File: src/rtl/riscv_core_pkg.sv
// Shared core types: XLEN, NOP encoding, fetch buffer entry and counter-width helpers.
package riscv_core_pkg;

   localparam int unsigned XLEN = 32;
   localparam logic [XLEN-1:0] INSTR_NOP = 32'h0000_0013;

   typedef struct packed {
      logic [XLEN-1:0] pc;
      logic [XLEN-1:0] instr;
   } fetch_entry_t;

   // Bits needed to hold a count in 0..n inclusive.
   function automatic int unsigned cnt_w(input int unsigned n);
      return $clog2(n + 1);
   endfunction

   // Bits needed to index n entries (at least 1).
   function automatic int unsigned idx_w(input int unsigned n);
      return (n > 1) ? $clog2(n) : 1;
   endfunction

endpackage

File: src/rtl/if_fetch_fifo.sv
// In-order {pc,instr} buffer between fetch and decode; flush wins over push/pop, head reads 0 when empty.
module if_fetch_fifo
   import riscv_core_pkg::*;
#(
   parameter int unsigned DEPTH = 4
) (
   input  logic                        clk,
   input  logic                        rst_n,
   input  logic                        flush_i,
   input  logic                        push_i,
   input  fetch_entry_t                push_data_i,
   input  logic                        pop_i,
   output fetch_entry_t                head_o,
   output logic [cnt_w(DEPTH)-1:0]     count_o
);

   localparam int unsigned IW = idx_w(DEPTH);
   localparam int unsigned CW = cnt_w(DEPTH);

   fetch_entry_t    mem_q [DEPTH];
   logic [IW-1:0]   wr_q, wr_d, rd_q, rd_d;
   logic [CW-1:0]   count_q, count_d;
   logic            push_ok, pop_ok;

   assign push_ok = push_i && !flush_i;
   assign pop_ok  = pop_i && !flush_i && (count_q != '0);

   always_comb begin
      wr_d    = wr_q;
      rd_d    = rd_q;
      count_d = count_q;
      if (flush_i) begin
         wr_d    = '0;
         rd_d    = '0;
         count_d = '0;
      end else begin
         if (push_ok) wr_d = wr_q + IW'(1);
         if (pop_ok)  rd_d = rd_q + IW'(1);
         count_d = count_q + CW'(push_ok) - CW'(pop_ok);
      end
   end

   always_ff @(posedge clk or negedge rst_n) begin
      if (!rst_n) begin
         wr_q    <= '0;
         rd_q    <= '0;
         count_q <= '0;
      end else begin
         wr_q    <= wr_d;
         rd_q    <= rd_d;
         count_q <= count_d;
      end
   end

   // Storage needs no reset: the head is masked while the buffer is empty.
   always_ff @(posedge clk) begin
      if (push_ok) mem_q[wr_q] <= push_data_i;
   end

   assign head_o  = (count_q == '0) ? '0 : mem_q[rd_q];
   assign count_o = count_q;

endmodule

File: src/rtl/if_fetch_queue.sv
// Fetch stage: owns the fetch PC, issues in-order imem reads under a credit rule and buffers results for decode.
// Optional IF_FETCH_PERF_EN adds perf_fetched / perf_dropped counters.
module if_fetch_queue
   import riscv_core_pkg::*;
#(
   parameter logic [XLEN-1:0] RESET_PC = 32'h0000_0000,
   parameter int unsigned     DEPTH    = 4,
   parameter int unsigned     MAX_OUT  = 4
) (
   input  logic            clk,
   input  logic            rst_n,
   input  logic            redirect_valid,
   input  logic [XLEN-1:0] redirect_pc,
   output logic            imem_req_valid,
   input  logic            imem_req_ready,
   output logic [XLEN-1:0] imem_req_addr,
   input  logic            imem_rsp_valid,
   input  logic [XLEN-1:0] imem_rsp_data,
   output logic            id_valid,
   input  logic            id_ready,
   output logic [XLEN-1:0] id_pc,
   output logic [XLEN-1:0] id_instr
`ifdef IF_FETCH_PERF_EN
  ,output logic [31:0]     perf_fetched,
   output logic [31:0]     perf_dropped
`endif
);

   localparam int unsigned CW = cnt_w(DEPTH);
   localparam int unsigned OW = cnt_w(MAX_OUT);

   logic [XLEN-1:0] fetch_pc_q, fetch_pc_d, rsp_pc_q, rsp_pc_d, redirect_pc_al;
   logic [OW-1:0]   live_q, live_d, stale_q, stale_d;
   logic [CW-1:0]   fifo_count;
   logic            req_fire, rsp_keep, rsp_drop, pop;
   logic            unused_pc_lsb;
   fetch_entry_t    head, push_entry;

   assign redirect_pc_al = {redirect_pc[XLEN-1:2], 2'b00};
   assign unused_pc_lsb  = ^redirect_pc[1:0];

   // Credit rule: every outstanding kept response has a guaranteed buffer slot.
   assign imem_req_valid = rst_n && !redirect_valid
                        && ((32'(live_q) + 32'(fifo_count)) < DEPTH)
                        && ((32'(live_q) + 32'(stale_q)) < MAX_OUT);
   assign imem_req_addr  = fetch_pc_q;
   assign req_fire       = imem_req_valid && imem_req_ready;

   assign rsp_keep = imem_rsp_valid && (stale_q == '0) && !redirect_valid;
   assign rsp_drop = imem_rsp_valid && !rsp_keep;

   assign push_entry = '{pc: rsp_pc_q, instr: imem_rsp_data};
   assign pop        = id_valid && id_ready;

   always_comb begin
      fetch_pc_d = fetch_pc_q;
      rsp_pc_d   = rsp_pc_q;
      live_d     = live_q;
      stale_d    = stale_q;
      if (redirect_valid) begin
         // Everything in flight becomes stale; a response this cycle retires one of them.
         fetch_pc_d = redirect_pc_al;
         rsp_pc_d   = redirect_pc_al;
         live_d     = '0;
         stale_d    = stale_q + live_q - OW'(imem_rsp_valid);
      end else begin
         if (req_fire) fetch_pc_d = fetch_pc_q + XLEN'(4);
         if (rsp_keep) rsp_pc_d   = rsp_pc_q + XLEN'(4);
         live_d = live_q + OW'(req_fire) - OW'(rsp_keep);
         if (rsp_drop) stale_d = stale_q - OW'(1);
      end
   end

   always_ff @(posedge clk or negedge rst_n) begin
      if (!rst_n) begin
         fetch_pc_q <= RESET_PC;
         rsp_pc_q   <= RESET_PC;
         live_q     <= '0;
         stale_q    <= '0;
      end else begin
         fetch_pc_q <= fetch_pc_d;
         rsp_pc_q   <= rsp_pc_d;
         live_q     <= live_d;
         stale_q    <= stale_d;
      end
   end

   if_fetch_fifo #(
      .DEPTH (DEPTH)
   ) u_fifo (
      .clk         (clk),
      .rst_n       (rst_n),
      .flush_i     (redirect_valid),
      .push_i      (rsp_keep),
      .push_data_i (push_entry),
      .pop_i       (pop),
      .head_o      (head),
      .count_o     (fifo_count)
   );

   assign id_valid = (fifo_count != '0);
   assign id_pc    = head.pc;
   assign id_instr = head.instr;

`ifdef IF_FETCH_PERF_EN
   always_ff @(posedge clk or negedge rst_n) begin
      if (!rst_n) begin
         perf_fetched <= '0;
         perf_dropped <= '0;
      end else begin
         if (rsp_keep) perf_fetched <= perf_fetched + 32'd1;
         if (rsp_drop) perf_dropped <= perf_dropped + 32'd1;
      end
   end
`endif

   a_rsp_outstanding: assert property (@(posedge clk) disable iff (!rst_n)
      imem_rsp_valid |-> ((live_q != '0) || (stale_q != '0)));

endmodule
File: config.mk
export PLATFORM = sky130hd
export DESIGN_NAME = if_fetch_queue
export DESIGN_NICKNAME = d
export VERILOG_FILES = /design/src/rtl/riscv_core_pkg.sv /design/src/rtl/if_fetch_fifo.sv /design/src/rtl/if_fetch_queue.sv
export SDC_FILE = /design/constraint.sdc
export NUM_CORES = 1
export LEC_CHECK = 0
export CAP_MARGIN = 20
export CORE_AREA = 2 2 169 171
export DETAILED_ROUTE_END_ITERATION = 12
export DIE_AREA = 0 0 171 173
export GPL_TIMING_DRIVEN = 0
export PLACE_DENSITY = 0.75
export SYNTH_ARGS = -nofsm -noshare
export SYNTH_HDL_FRONTEND = slang
export SYNTH_SLANG_ARGS = --single-unit
File: constraint.sdc
create_clock -name clk -period 3 [get_ports clk]
set_input_delay 0.6 -clock clk [delete_from_list [all_inputs] [get_ports clk]]
set_output_delay 0.6 -clock clk [all_outputs]
set_load 0.02 [all_outputs]
==> flow_summary.toml, run 1 <==
[floorplan]
io-pin-count = 168
die_h_um = 173
start_util_pct = 49.8
dieArea_um2 = 29600
die_w_um = 171
rows = 61
coreArea_um2 = 27600

[placed_design]
place_ws_ns = -0.786
io_buffer_count = 160
dp.cells = 1408
dp_hpwl_mm = 19.7
place.gp.congestion = 0.872

[final_layout]
syn_to_final_growth_pct = 25.8
drive_gt1_share_pct = 17.6
antenna_cells = 0
stdcell_count = 1479
fin_nets = 1170
utilization_pct = 62.6

[timing]
max_freq_mhz = 342
tns_ns = 0
skew_ns = 0.0106
hold_viol_final = 0
period_share_pct = 97.3
slew_violations = 0
rsz0062_at_grt = "no"
fin_ws_ns = 0.0796
worstMarginPinSlew_ns = 0.921
min_period_ns = 2.92
relSlewSlack_pct = 38.1
setup_viol = 0

[grt]
grt_max_degree = 51
grt_pass1_wl_mm = 46.4
grt_pass1_vias = 8400
antenna_found_initial = 0
track_usage_pct = 20.4
grt_overflow = 0

[power_and_ir_drop]
totalPowerFinal_mw = 13.3
clkPwrFrac_pct = 30.6
vdd_ir_drop_max_mv = 0.443
switching_power_mw = 3.94
p_sw_share_pct = 29.6
power_density_nw_per_um2 = 768
p_int_mw = 9.35
comb_power_share_pct = 29.2
seqPwrFrac_pct = 40.2
power_leakage_nw = 6.29

[critical_path]
crit_fanout = 3
max_stage_delay_ns = 0.53
crit_family = "simple AND/OR/NAND/NOR gates"
cp_slowest_cell = "or4b_4"
path_buf_inv = 1
crit_path_start_kind = "flop"
r2r-start = "live_q[2]"
critPathLaunch = "live_q[2]"
crit_path_cell_trace = "ha_1, or4b_4, a211oi_4, clkdlybuf4s15_2"
cp.required_ns = 2.40
crit_arrival_ns = 2.32
cp-end-kind = "output port"
criticalPathCategory = "flop to output port"

[yosys]
synth_area_um2 = 13800
synthArstFlopShare_pct = 22.7
ys_seq_area_share_pct = 67.4
synth_cell_types = 53
synth-seq-cells = 321
yosysWarnings = 0
synth-main-ff-cell = "edfxtp_1"
syn_inst = 862
synth.avg_cell_area_um2 = 16.0
synth_edf_count = 248

[route]
drc_errors = 0
post_drt_wl_per_cell_um = 20.4
viasPerCell = 5.59
routed_wl_mm = 30.2
drt-pass1-iter-count = 6
vias = 8274
postRouteAntennaNets = 0
drt_iter0_drc = 730

[flow_run]
drv_cap = 0

[clock_network]
clockRootBuffer = "clkbuf_16"
cts_made_buffers = 34
tritoncts = "done"
clkSinkCount = 321
clk_pin_slew_ns = 0.06
clock_latency_ns = 0.50
clockBufferDepth = 3
htreeDepth = 2

[hold_path]
hp-class = "input pin to async pin"

[outcome]
status = "complete, no violations"
-- cell families after synthesis --
family	after synthesis	share of synthesized area, %
buffers and inverters	65	2.02
adder cells (fa/ha/maj)	22	2.17
multiplexers	81	11.7
other	1	0.0273
flip-flops	321	67.4
AND/OR/NAND/NOR	250	9.96
XOR/XNOR	46	2.93
AO/OA/AOI/OAI	76	3.77
-- repair_timing --
item | 4_1_cts | 5_1_grt
endpoints found under the setup margin | 65 | 11
gates resized for setup | 96 | 13
setup buffers | 10 | 3
pin swaps | 7 | 3
hold buffers | 1 | 0
endpoints found under the hold margin | 26 | 0
-- cell usage in the layout (no fill, tap or decap), types with 15 or more instances in the layout --
master,synthesis,final
and2_1,64,64
buf_4,4,16
nand2_1,48,48
o21ai_0,29,29
inv_1,20,18
clkbuf_16,0,37
edfxtp_1,248,248
ha_1,19,15
xnor2_1,29,28
mux4_2,62,62
clkdlybuf4s50_1,0,97
clkbuf_1,26,23
dlygate4sd2_1,0,53
nand4_1,19,19
xor2_1,17,17
nor2_1,25,25
dfrtp_1,73,70
mux2_2,18,18
nand3_1,37,37
-- flip-flops by register name (all words and copies together) (netlist names) --
register        flops
u_fifo.rd_q         2
rsp_pc_q           30
u_fifo.count_o      3
u_fifo.mem_q      248
u_fifo.wr_q         2
live_q              3
stale_q             3
imem_req_addr      30
-- cells in the mapped netlist, drive strengths merged (2+ instances only) --
library cell / number / area share (%)
edfxtp: 248 / 54
dfrtp: 73 / 13
and2: 64 / 2.9
mux4: 62 / 10
nand2: 48 / 1.3
nand3: 37 / 1.3
o21ai: 29 / 1.1
xnor2: 29 / 1.8
clkbuf: 26 / 0.71
nor2: 25 / 0.68
inv: 21 / 0.57
ha: 19 / 1.7
nand4: 19 / 0.86
buf: 18 / 0.74
mux2: 18 / 1.5
xor2: 17 / 1.1
and3: 14 / 0.64
nor4: 11 / 0.55
a21oi: 10 / 0.36
nor3: 9 / 0.33
o211ai: 9 / 0.49
o311ai: 8 / 0.51
a31oi: 6 / 0.27
and4: 6 / 0.38
or3: 5 / 0.23
o31a: 4 / 0.25
fa: 3 / 0.44
a211oi: 2 / 0.20
a21boi: 2 / 0.11
nand2b: 2 / 0.091
nand3b: 2 / 0.11
nor2b: 2 / 0.091
or4: 2 / 0.14
-- path summary, 6_finish.rpt --
path,endpoint,slack [ns],cells past startpoint
worst min-delay path,imem_req_addr[25],0.03,2
max in group asynchronous,u_fifo.rd_q[0],2.69,2
worst min register to register,imem_req_addr[31],0.55,1
worst max register to register,live_q[2],0.08,12
min in group clk,imem_req_addr[24],0.55,3
worst max-delay path,imem_req_valid,0.08,4
-- cell type report --
type | count | area (um^2)
Tap cell | 378 | 473
Clock inverter | 11 | 106
Timing Repair Buffer | 179 | 1830
Buffer | 42 | 269
Multi-Input combinational cell | 479 | 4290
Clock buffer | 48 | 977
Inverter | 21 | 78.8
Fill cell | 2033 | 10300
Sequential cell | 321 | 9280
-- layer usage --
metal  track usage (%)  up-vias  routed length [um]
met2              33.3      354               14600
met5                 0        -                   0
met3              4.28       46                2240
met4              5.47        0                 530
li1                  -     3745                   -
met1              28.1     4129               12800
-- stage by stage --
step / hold WS (ns) / area (um^2)
floorplan: 0.304 / 13800
global placement: 0.530 / 15800
detailed placement: 0.533 / 16000
CTS: 0.0147 / 17200
global route: 0.0216 / 17300
finish: 0.0290 / 17300
-- power groups by stage --
stage	logic, mW	registers (mW)	clock network, mW
2_1_floorplan	2.29	5.40	0
3_3_place_gp	3.88	5.40	0
3_5_place_dp	3.95	5.41	0
4_1_cts	3.91	5.33	4.16
5_1_grt	4.18	5.38	4.31
6_report	3.87	5.34	4.07
Power figures use the tool's default switching activity.
==> inputs of run 2 (changes only) <==
Settings changed: ABC_CLOCK_PERIOD_IN_PS from default to 3000.
==> results of run 2 <==
The final DEF is identical to that of run 1; final timing and power are the same.
